### config.mk
export PLATFORM = sky130hd
export DESIGN_NAME = mux_4x1_rr_arbiter
export DESIGN_NICKNAME = d
export VERILOG_FILES = /design/src/rtl/mux_arb_pkg.sv /design/src/rtl/mux_4x1.sv /design/src/rtl/mux_4x1_rr_arbiter_rr_pick4.sv /design/src/rtl/mux_4x1_rr_arbiter.sv
export SDC_FILE = /design/constraint.sdc
export NUM_CORES = 1
export LEC_CHECK = 0
export ABC_AREA = 1
export BUFFER_PORTS_ARGS = -buffer_cell sky130_fd_sc_hd__buf_2
export CORE_UTILIZATION = 45
export CTS_CLUSTER_DIAMETER = 40
export CTS_CLUSTER_SIZE = 16
export DETAILED_ROUTE_END_ITERATION = 7
export PLACE_DENSITY = 0.95
export SLEW_MARGIN = 20
export SYNTH_ARGS = -nofsm -noshare
export SYNTH_HDL_FRONTEND = slang
export SYNTH_SLANG_ARGS = --single-unit
### constraint.sdc
create_clock -name clk -period 4.2 [get_ports clk]
set_input_delay 0.42 -clock clk [delete_from_list [all_inputs] [get_ports clk]]
set_output_delay 0.42 -clock clk [all_outputs]
set_load 0.05 [all_outputs]
### src/rtl/mux_arb_pkg.sv
// Shared types and constants for the 4-requester round-robin mux arbiter.
// Latency: n/a (types and pure functions only).
// Backpressure: n/a.
package mux_arb_pkg;

    localparam int NUM_REQ = 4;

    typedef logic [1:0] req_idx_t;

    typedef enum logic {
        IDLE,
        FULL
    } arb_state_t;

    // Next requester index in rotation; the 2-bit width gives the 3 -> 0 wrap.
    function automatic req_idx_t idx_inc(input req_idx_t i);
        return i + 2'd1;
    endfunction

endpackage

### src/rtl/mux_4x1.sv
// Plain 4:1 datapath mux, the shared resource being arbitrated.
// Latency: combinational.
// Backpressure: none, pure select.
// Ports: in0..in3 data words, sel picks one, out is the selected word.
module mux_4x1 #(
    parameter int WIDTH = 32
) (
    input  logic [WIDTH-1:0] in0,
    input  logic [WIDTH-1:0] in1,
    input  logic [WIDTH-1:0] in2,
    input  logic [WIDTH-1:0] in3,
    input  logic [1:0]       sel,
    output logic [WIDTH-1:0] out
);

    always_comb begin
        case (sel)
            2'd0:    out = in0;
            2'd1:    out = in1;
            2'd2:    out = in2;
            default: out = in3;
        endcase
    end

endmodule

### src/rtl/mux_4x1_rr_arbiter_rr_pick4.sv
// Rotating first-one finder: first set req bit searching ptr, ptr+1, ptr+2, ptr+3.
// Latency: combinational.
// Backpressure: none, pure selection.
// Ports: req request vector, ptr search start, gidx winning index, any = some req set.
module rr_pick4
    import mux_arb_pkg::*;
(
    input  logic [NUM_REQ-1:0] req,
    input  req_idx_t           ptr,
    output req_idx_t           gidx,
    output logic               any
);

    // Walk the rotated order from the far end back to ptr so the closest
    // set bit to ptr is the last assignment and therefore wins.
    always_comb begin
        gidx = ptr;
        any  = |req;
        for (int k = NUM_REQ - 1; k >= 0; k--) begin
            if (req[ptr + req_idx_t'(k)]) begin
                gidx = ptr + req_idx_t'(k);
            end
        end
    end

endmodule

### src/rtl/mux_4x1_rr_arbiter.sv
// Round-robin arbiter sharing one mux_4x1 between four valid/ready requesters.
// Latency: one cycle from request handshake to out_valid; 1 word/cycle when out_ready=1.
// Backpressure: out_valid & ~out_ready stalls the output register and deasserts all req_ready.
//
// Ports: clk, rst (async, active-high); req_valid/req_data/req_ready per requester;
//        out_valid/out_ready/out_data/out_sel registered output stage.
// Optional: define MUX_ARB_LOCK_EN to add req_lock[3:0], letting a granted
//           requester hold the arbiter across consecutive beats.
module mux_4x1_rr_arbiter
    import mux_arb_pkg::*;
#(
    parameter int WIDTH = 32
) (
    input  logic                          clk,
    input  logic                          rst,
    input  logic [NUM_REQ-1:0]            req_valid,
    input  logic [NUM_REQ-1:0][WIDTH-1:0] req_data,
    output logic [NUM_REQ-1:0]            req_ready,
`ifdef MUX_ARB_LOCK_EN
    input  logic [NUM_REQ-1:0]            req_lock,
`endif
    output logic                          out_valid,
    input  logic                          out_ready,
    output logic [WIDTH-1:0]              out_data,
    output req_idx_t                      out_sel
);

    arb_state_t       state;
    req_idx_t         ptr;
    req_idx_t         ptr_nxt;
    req_idx_t         gidx;
    logic             any;
    logic             load;
    logic [WIDTH-1:0] mux_out;
`ifdef MUX_ARB_LOCK_EN
    logic             lock;
    logic             lock_nxt;
`endif

    rr_pick4 u_pick (
        .req  (req_valid),
        .ptr  (ptr),
        .gidx (gidx),
        .any  (any)
    );

    mux_4x1 #(
        .WIDTH (WIDTH)
    ) u_mux (
        .in0 (req_data[0]),
        .in1 (req_data[1]),
        .in2 (req_data[2]),
        .in3 (req_data[3]),
        .sel (gidx),
        .out (mux_out)
    );

    assign out_valid = (state == FULL);

    // rst gates load so no requester sees ready while reset is held.
    assign load = (~out_valid | out_ready) & any & ~rst;

    always_comb begin
        req_ready       = '0;
        req_ready[gidx] = load;
    end

    // While locked, ptr already sits on the owner, so the plain rotating
    // search gives it first priority whenever it is still valid.
    always_comb begin
        ptr_nxt = ptr;
`ifdef MUX_ARB_LOCK_EN
        lock_nxt = lock;
`endif
        if (load) begin
`ifdef MUX_ARB_LOCK_EN
            if (req_lock[gidx]) begin
                lock_nxt = 1'b1;
                ptr_nxt  = gidx;
            end else begin
                lock_nxt = 1'b0;
                ptr_nxt  = idx_inc(gidx);
            end
`else
            ptr_nxt = idx_inc(gidx);
`endif
        end
`ifdef MUX_ARB_LOCK_EN
        else if (lock && !req_valid[ptr]) begin
            // Owner went away without releasing: release on its behalf.
            lock_nxt = 1'b0;
            ptr_nxt  = idx_inc(ptr);
        end
`endif
    end

    always_ff @(posedge clk or posedge rst) begin
        if (rst) begin
            state    <= IDLE;
            out_data <= '0;
            out_sel  <= '0;
            ptr      <= '0;
`ifdef MUX_ARB_LOCK_EN
            lock     <= 1'b0;
`endif
        end else begin
            ptr <= ptr_nxt;
`ifdef MUX_ARB_LOCK_EN
            lock <= lock_nxt;
`endif
            case (state)
                IDLE: begin
                    if (load) begin
                        state    <= FULL;
                        out_data <= mux_out;
                        out_sel  <= gidx;
                    end
                end
                FULL: begin
                    if (load) begin
                        out_data <= mux_out;
                        out_sel  <= gidx;
                    end else if (out_ready) begin
                        // Drained with nothing to refill: data/sel keep last word.
                        state <= IDLE;
                    end
                end
                default: state <= IDLE;
            endcase
        end
    end

endmodule

==> results of run 1 <==
## report_power, final
| part | switching, µW | internal [µW] | total (µW) | leakage [µW] |
|---|---|---|---|---|
| Sequential | 108 | 527 | 635 | 0.000461 |
| Clock | 119 | 118 | 237 | 0.0000395 |
| Combinational | 1840 | 813 | 2650 | 0.00148 |
## cell type report
class,instances,area (µm²)
fill,459,1800
multi-input combinational,255,1360
sequential,37,926
timing repair buffer,178,903
tap,70,87.6
clock buffer,8,80.1
inverter,20,80.1
## per-layer routing
metal	track usage (%)	wire, µm
met1	29.8	3040
met2	50.0	3920
met4	10.4	191
met3	5.75	560
met5	0	0
## metrics by stage
stage	power (µW)	utilization [%]	setup WS, ns
final	3520	65.6	1.09
after floorplan	2730	-	1.26
after global placement	3170	64.0	1.46
after CTS	3530	65.6	1.10
after detailed placement	3270	64.0	1.29
after global routing	3840	65.6	0.834
## registers in the layout (all words and copies together) (netlist names)
name       count
out_sel        2
ptr            2
out_valid      1
out_data      32
## path summary, 6_finish.rpt
check / cells after the start / slack, ns / startpoint / endpoint
hold / removal: 3 / 0.29 / rst / out_data[22]
hold reg to reg: 2 / 0.48 / out_data[17] / out_data[17]
min in group clk: 2 / 0.34 / out_ready / out_valid
setup reg to reg: 14 / 1.28 / ptr[0] / out_data[23]
max in group asynchronous: 3 / 3.58 / rst / out_data[9]
setup / recovery: 14 / 1.09 / ptr[0] / req_ready[1]
## kinds of logic after synthesis
kind of cell	count (synthesis)	synth area share, %
adder cells (fa/ha/maj)	5	2.50
AO/OA/AOI/OAI	68	23.3
AND/OR/NAND/NOR	182	28.5
flip-flops	37	37.1
buffers and inverters	47	8.61
## cells in the mapped netlist
cell type	n
o211ai_1	1
o21ai_0	2
inv_1	15
nand2_1	131
buf_2	12
dfrtp_1	37
nand4_1	1
inv_6	1
o31ai_2	8
buf_4	1
a221oi_1	32
clkbuf_1	12
ha_1	5
o31ai_1	24
clkinv_1	1
nand2_2	7
o21ai_1	1
nor2_1	36
inv_2	3
nand3_1	7
buf_6	2
## tightest hold or removal path: cells and delay by family
kind,cells,cell delay (ns)
buffers and inverters,3,0.58
==> results by group, run 1 <==
Clock tree
  • Longest Clk Path Bufs: 2
  • CTS tree: yes
  • Post-CTS sizing: 0
  • Clock slew at reported path FFs: 0.07 ns
  • Clock Latency Late Sink: 0.28 ns
  • Clk sinks: 37
  • Hold buffer count at CTS: 0
  • Clock H-tree levels: 2
  • Total CTS buffers: 5
  • Postcts setup bufs: 0
  • CTS root buffer: clkbuf_8

Synthesis
  • Mapped Area: 2500 µm²
  • Mean Syn Cell Area: 7.37 µm²
  • Post-synth top area share: 37.1%
  • Post-synth top area cell: dfrtp_1
  • Synth top area cells: dfrtp_1 37%, nand2_1 20%, a221oi_1 11%
  • Distinct cells, synth: 21
  • Sequential share of the synthesized area: 37.1%
  • Post-Syn Instances: 339
  • Synthesized Nets: 479
  • Seq cells post-synth: 37
  • Ys Warns: 0

Placed design
  • Post-Place Cells: 560
  • Post-DP HPWL: 5690 µm
  • Dpl cell area: 3350 µm²
  • Final GP Congestion: 0.824
  • Port-buffer cells: 173

Setup path
  • CP endpoint kind: primary output
  • Max Fanout on Critical Path: 16
  • Setup crit start kind: register
  • Critical path class: reg2out
  • CP bufs+invs: 4
  • Worst path cell trace: inv_6 -> nand2_1 -> nand3_1 -> nand2_1 -> inv_1 -> nand2_1 -> nand2_2 -> nand2_2 -> nand2_2 -> nand2_2 -> ha_1 -> inv_1 -> nor2_1 -> buf_2
  • CP peak stage delay: 0.60 ns
  • Crit path max-delay family: simple AND/OR/NAND/NOR gates
  • Crit-path slowest cell: dfrtp_1
  • Crit path top cell by count: nand2_2
  • Worst Path Arrival: 2.69 ns
  • Req. time, crit path: 3.78 ns

STA
  • Fin Clk Skew: 0.00457 ns
  • Worst Hold Slack: 0.287 ns
  • Setup Viol. Count Final: 0
  • Min cycle time layout: 3.11 ns
  • Rel. slew slack: 34.7%
  • Crit share post-route: 74.1%
  • Slew Viols, Final: 0
  • Setup TNS: 0 ns
  • Final hold viol count: 0
  • Fmax: 321 MHz
  • RSZ-0062 raised after global routing: no
  • Worst Tran Pin Value: 0.978 ns

GRT
  • First-pass GRT wire length: 12,800 µm
  • GRT Residual Overflow: 0
  • Vias in the first global route: 2,898
  • GR Util All Layers: 27.0%
  • Largest net degree at the start of global routing: 76
  • Initial antenna violation count: 0

Floorplanning
  • Row count: 26
  • Core area: 5240 µm²
  • Die Y: 76.5 µm
  • Io pins: 174
  • Initial Utilization: 47.7%
  • Die area: 5850 µm²
  • Width of the die: 76.5 µm

Finish
  • Commonest cells after routing, fill and taps aside: 173 x buf_2, 131 x nand2_1, 37 x dfrtp_1, 36 x nor2_1, 32 x a221oi_1
  • N_diodes: 0
  • Commonest non-fill, non-tap cell in the layout: buf_2
  • Layout area overhead: 37.5%
  • Fin cells: 568
  • Layout cells sized above 1: 40.6%
  • Finished Cell Area: 3430 µm²
  • Layout Nets: 637

Hold path
  • Worst Hold Class: in2async

Pwr
  • Power Density: 1030 nW/µm²
  • Pleak: 0.00198 µW
  • Max rail drop VDD: 621 µV

Route
  • DRT Wirelength: 7700 µm
  • Drt pass-1 iters: 6
  • Routed Antenna Nets: 0
  • Vias: 3,023
  • Drt initial violations: 147
  • WL/cell: 13.6 µm
  • Via/cell ratio: 5.32
  • DRC: 0

Run status
  • Status: finished, final reports clean

Flow run
  • Max-cap viol count: 0
Note: power is estimated with default switching activity, not from simulation.
==> inputs of run 2 (changes only) <==
--- a/config.mk
+++ b/config.mk
@@ -7,11 +7,11 @@
 export LEC_CHECK = 0
 export ABC_AREA = 1
 export BUFFER_PORTS_ARGS = -buffer_cell sky130_fd_sc_hd__buf_2
-export CORE_UTILIZATION = 45
+export CORE_UTILIZATION = 42
 export CTS_CLUSTER_DIAMETER = 40
 export CTS_CLUSTER_SIZE = 16
 export DETAILED_ROUTE_END_ITERATION = 7
-export PLACE_DENSITY = 0.95
+export PLACE_DENSITY = 0.92
 export SLEW_MARGIN = 20
 export SYNTH_ARGS = -nofsm -noshare
 export SYNTH_HDL_FRONTEND = slang
==> constraint.sdc (replaced) <==
create_clock -name clk -period 3.07 [get_ports clk]
set_input_delay 0.307 -clock clk [delete_from_list [all_inputs] [get_ports clk]]
set_output_delay 0.307 -clock clk [all_outputs]
set_load 0.05 [all_outputs]
==> results by group, run 2 (synthesis gave the netlist of run 1 again) <==
Setup path
  • FF-to-FF Start: ptr[0]
  • Critical path class: reg2out
  • Crit Reg-Reg Endpoint: out_data[2]
  • Req. time, crit path: 2.76 ns
  • CP endpoint kind: primary output
  • Critical Path Source: ptr[0]
  • CP endpoint: req_ready[1]
  • Internal reg-to-reg setup slack: 0.40 ns
  • Reg2Reg Depth: 15
  • Setup crit start kind: register
  • Worst Path Arrival: 2.48 ns
  • Max Fanout on Critical Path: 18

STA
  • Final hold viol count: 0
  • Setup TNS: 0 ns
  • Final Worst Setup Slack: 0.279 ns
  • Fin Clk Skew: 0.00787 ns
  • Slew Viols, Final: 0
  • Rel. slew slack: 68.8%
  • Worst Tran Pin Value: 0.468 ns
  • Fmax: 358 MHz
  • RSZ-0062 raised after global routing: no
  • Crit share post-route: 90.9%
  • Worst Hold Slack: 0.189 ns
  • Setup Viol. Count Final: 0
  • Min cycle time layout: 2.79 ns

GRT
  • Vias in the first global route: 2,787
  • GR Util All Layers: 24.6%
  • GRT Residual Overflow: 0
  • Largest net degree at the start of global routing: 39
  • Initial antenna violation count: 0
  • First-pass GRT wire length: 12,200 µm

Route
  • Routed Antenna Nets: 0
  • WL/cell: 13.1 µm
  • Via/cell ratio: 5.22
  • Drt pass-1 iters: 4
  • Vias: 3,008
  • Drt initial violations: 111
  • DRT Wirelength: 7550 µm
  • DRC: 0

Clock tree
  • Clk sinks: 37
  • Clock H-tree levels: 2
  • CTS tree: yes
  • Postcts setup bufs: 0
  • Clock Latency Late Sink: 0.28 ns
  • Longest Clk Path Bufs: 2
  • Total CTS buffers: 5
  • Clock slew at reported path FFs: 0.07 ns
  • CTS root buffer: clkbuf_8

Finish
  • Largest regs: out_data: 32 flops, out_sel: 2 flops, ptr: 2 flops
  • Fillers: 529
  • Register area: 926 µm²
  • Layout area overhead: 40.5%
  • Layout Nets: 644
  • Biggest register: out_data
  • Commonest non-fill, non-tap cell in the layout: buf_2
  • Commonest cells after routing, fill and taps aside: 173 x buf_2, 131 x nand2_1, 37 x dfrtp_1, 36 x nor2_1, 32 x a221oi_1
  • Multi-input gate area: 1360 µm²
  • Fin cells: 576
  • Largest register FFs: 32
  • N_diodes: 0
  • Layout cells sized above 1: 41.9%

Placed design
  • Post-Place Cells: 569
  • Post-DP HPWL: 5970 µm
  • Pre-CTS setup slack: 0.407 ns
  • Port-buffer cells: 173
  • Final GP Congestion: 0.811

Floorplanning
  • Io pins: 174
  • Width of the die: 79.1 µm
  • Initial Utilization: 44.6%
  • Die area: 6260 µm²
  • Core area: 5610 µm²
  • Die Y: 79.1 µm
  • Row count: 27

Run status
  • Status: finished, final reports clean

Flow run
  • Max-cap viol count: 0

Pwr
  • Power Density: 1410 nW/µm²
  • Pleak: 0.00202 µW
  • Max rail drop VDD: 804 µV

Hold path
  • Worst Hold Class: in2async
-- run 2: how the worst min path moves through the flow --
stage               cells past startpoint  slack, ns      endpoint          from
CTS                                     3       0.20    out_sel[1]           rst
global route                            2       0.23     out_valid     out_ready
global placement                        2       0.46  out_data[15]  out_data[15]
finish                                  3       0.19     out_valid           rst
floorplan                               1       0.40     out_valid     out_ready
detailed placement                      2       0.47  out_data[15]  out_data[15]
-- run 2: per-stage QoR --
stage | area, µm² | utilization, % | power [µW]
finish | 3510 | 62.6 | 4960
CTS | 3510 | 62.6 | 4990
global route | 3510 | 62.6 | 5410
floorplan | 2500 | - | 3740
detailed placement | 3420 | 61.0 | 4650
global placement | 3420 | 61.0 | 4530
-- run 2: worst max-delay path, cell delays in order (launching register included) --
cell and delay, ns:
dfrtp_1 0.58, inv_6 0.07, nand2_1 0.08, nand2_1 0.06, nand2_1 0.08, nand2_1 0.05
nand2_1 0.06, nand3_1 0.07, nand2_1 0.07, nand2_1 0.13, inv_1 0.12, ha_1 0.18
buf_4 0.23, inv_1 0.07, nor2_1 0.09, buf_2 0.27
-- run 2: routing by layer --
layer	track usage [%]	wire length, µm	vias to the layer above
li1	-	-	1479
met1	28.0	2940	1394
met2	46.4	4040	131
met3	4.48	515	4
met4	6.73	49	0
met5	0	0	-
-- run 2: layout make-up --
cell class	instances	share of cell area [%]
clock buffers	7	2.46
inverters	20	2.28
multi-input cells	255	38.7
flip-flops and latches	37	26.4
well taps	72	2.57
repair buffers	185	27.6
-- run 2: power by group --
| part | leakage (µW) | switching, µW | internal (µW) |
|---|---|---|---|
| registers | 0.000461 | 149 | 721 |
| clock network | 0.0000443 | 157 | 178 |
| logic | 0.00152 | 2520 | 1240 |
| total | 0.00202 | 2820 | 2140 |
-- run 2: what timing repair did --
item                       CTS  global route
gates resized for setup      0             1
hold buffers                 0             0
setup endpoints to repair    0             1
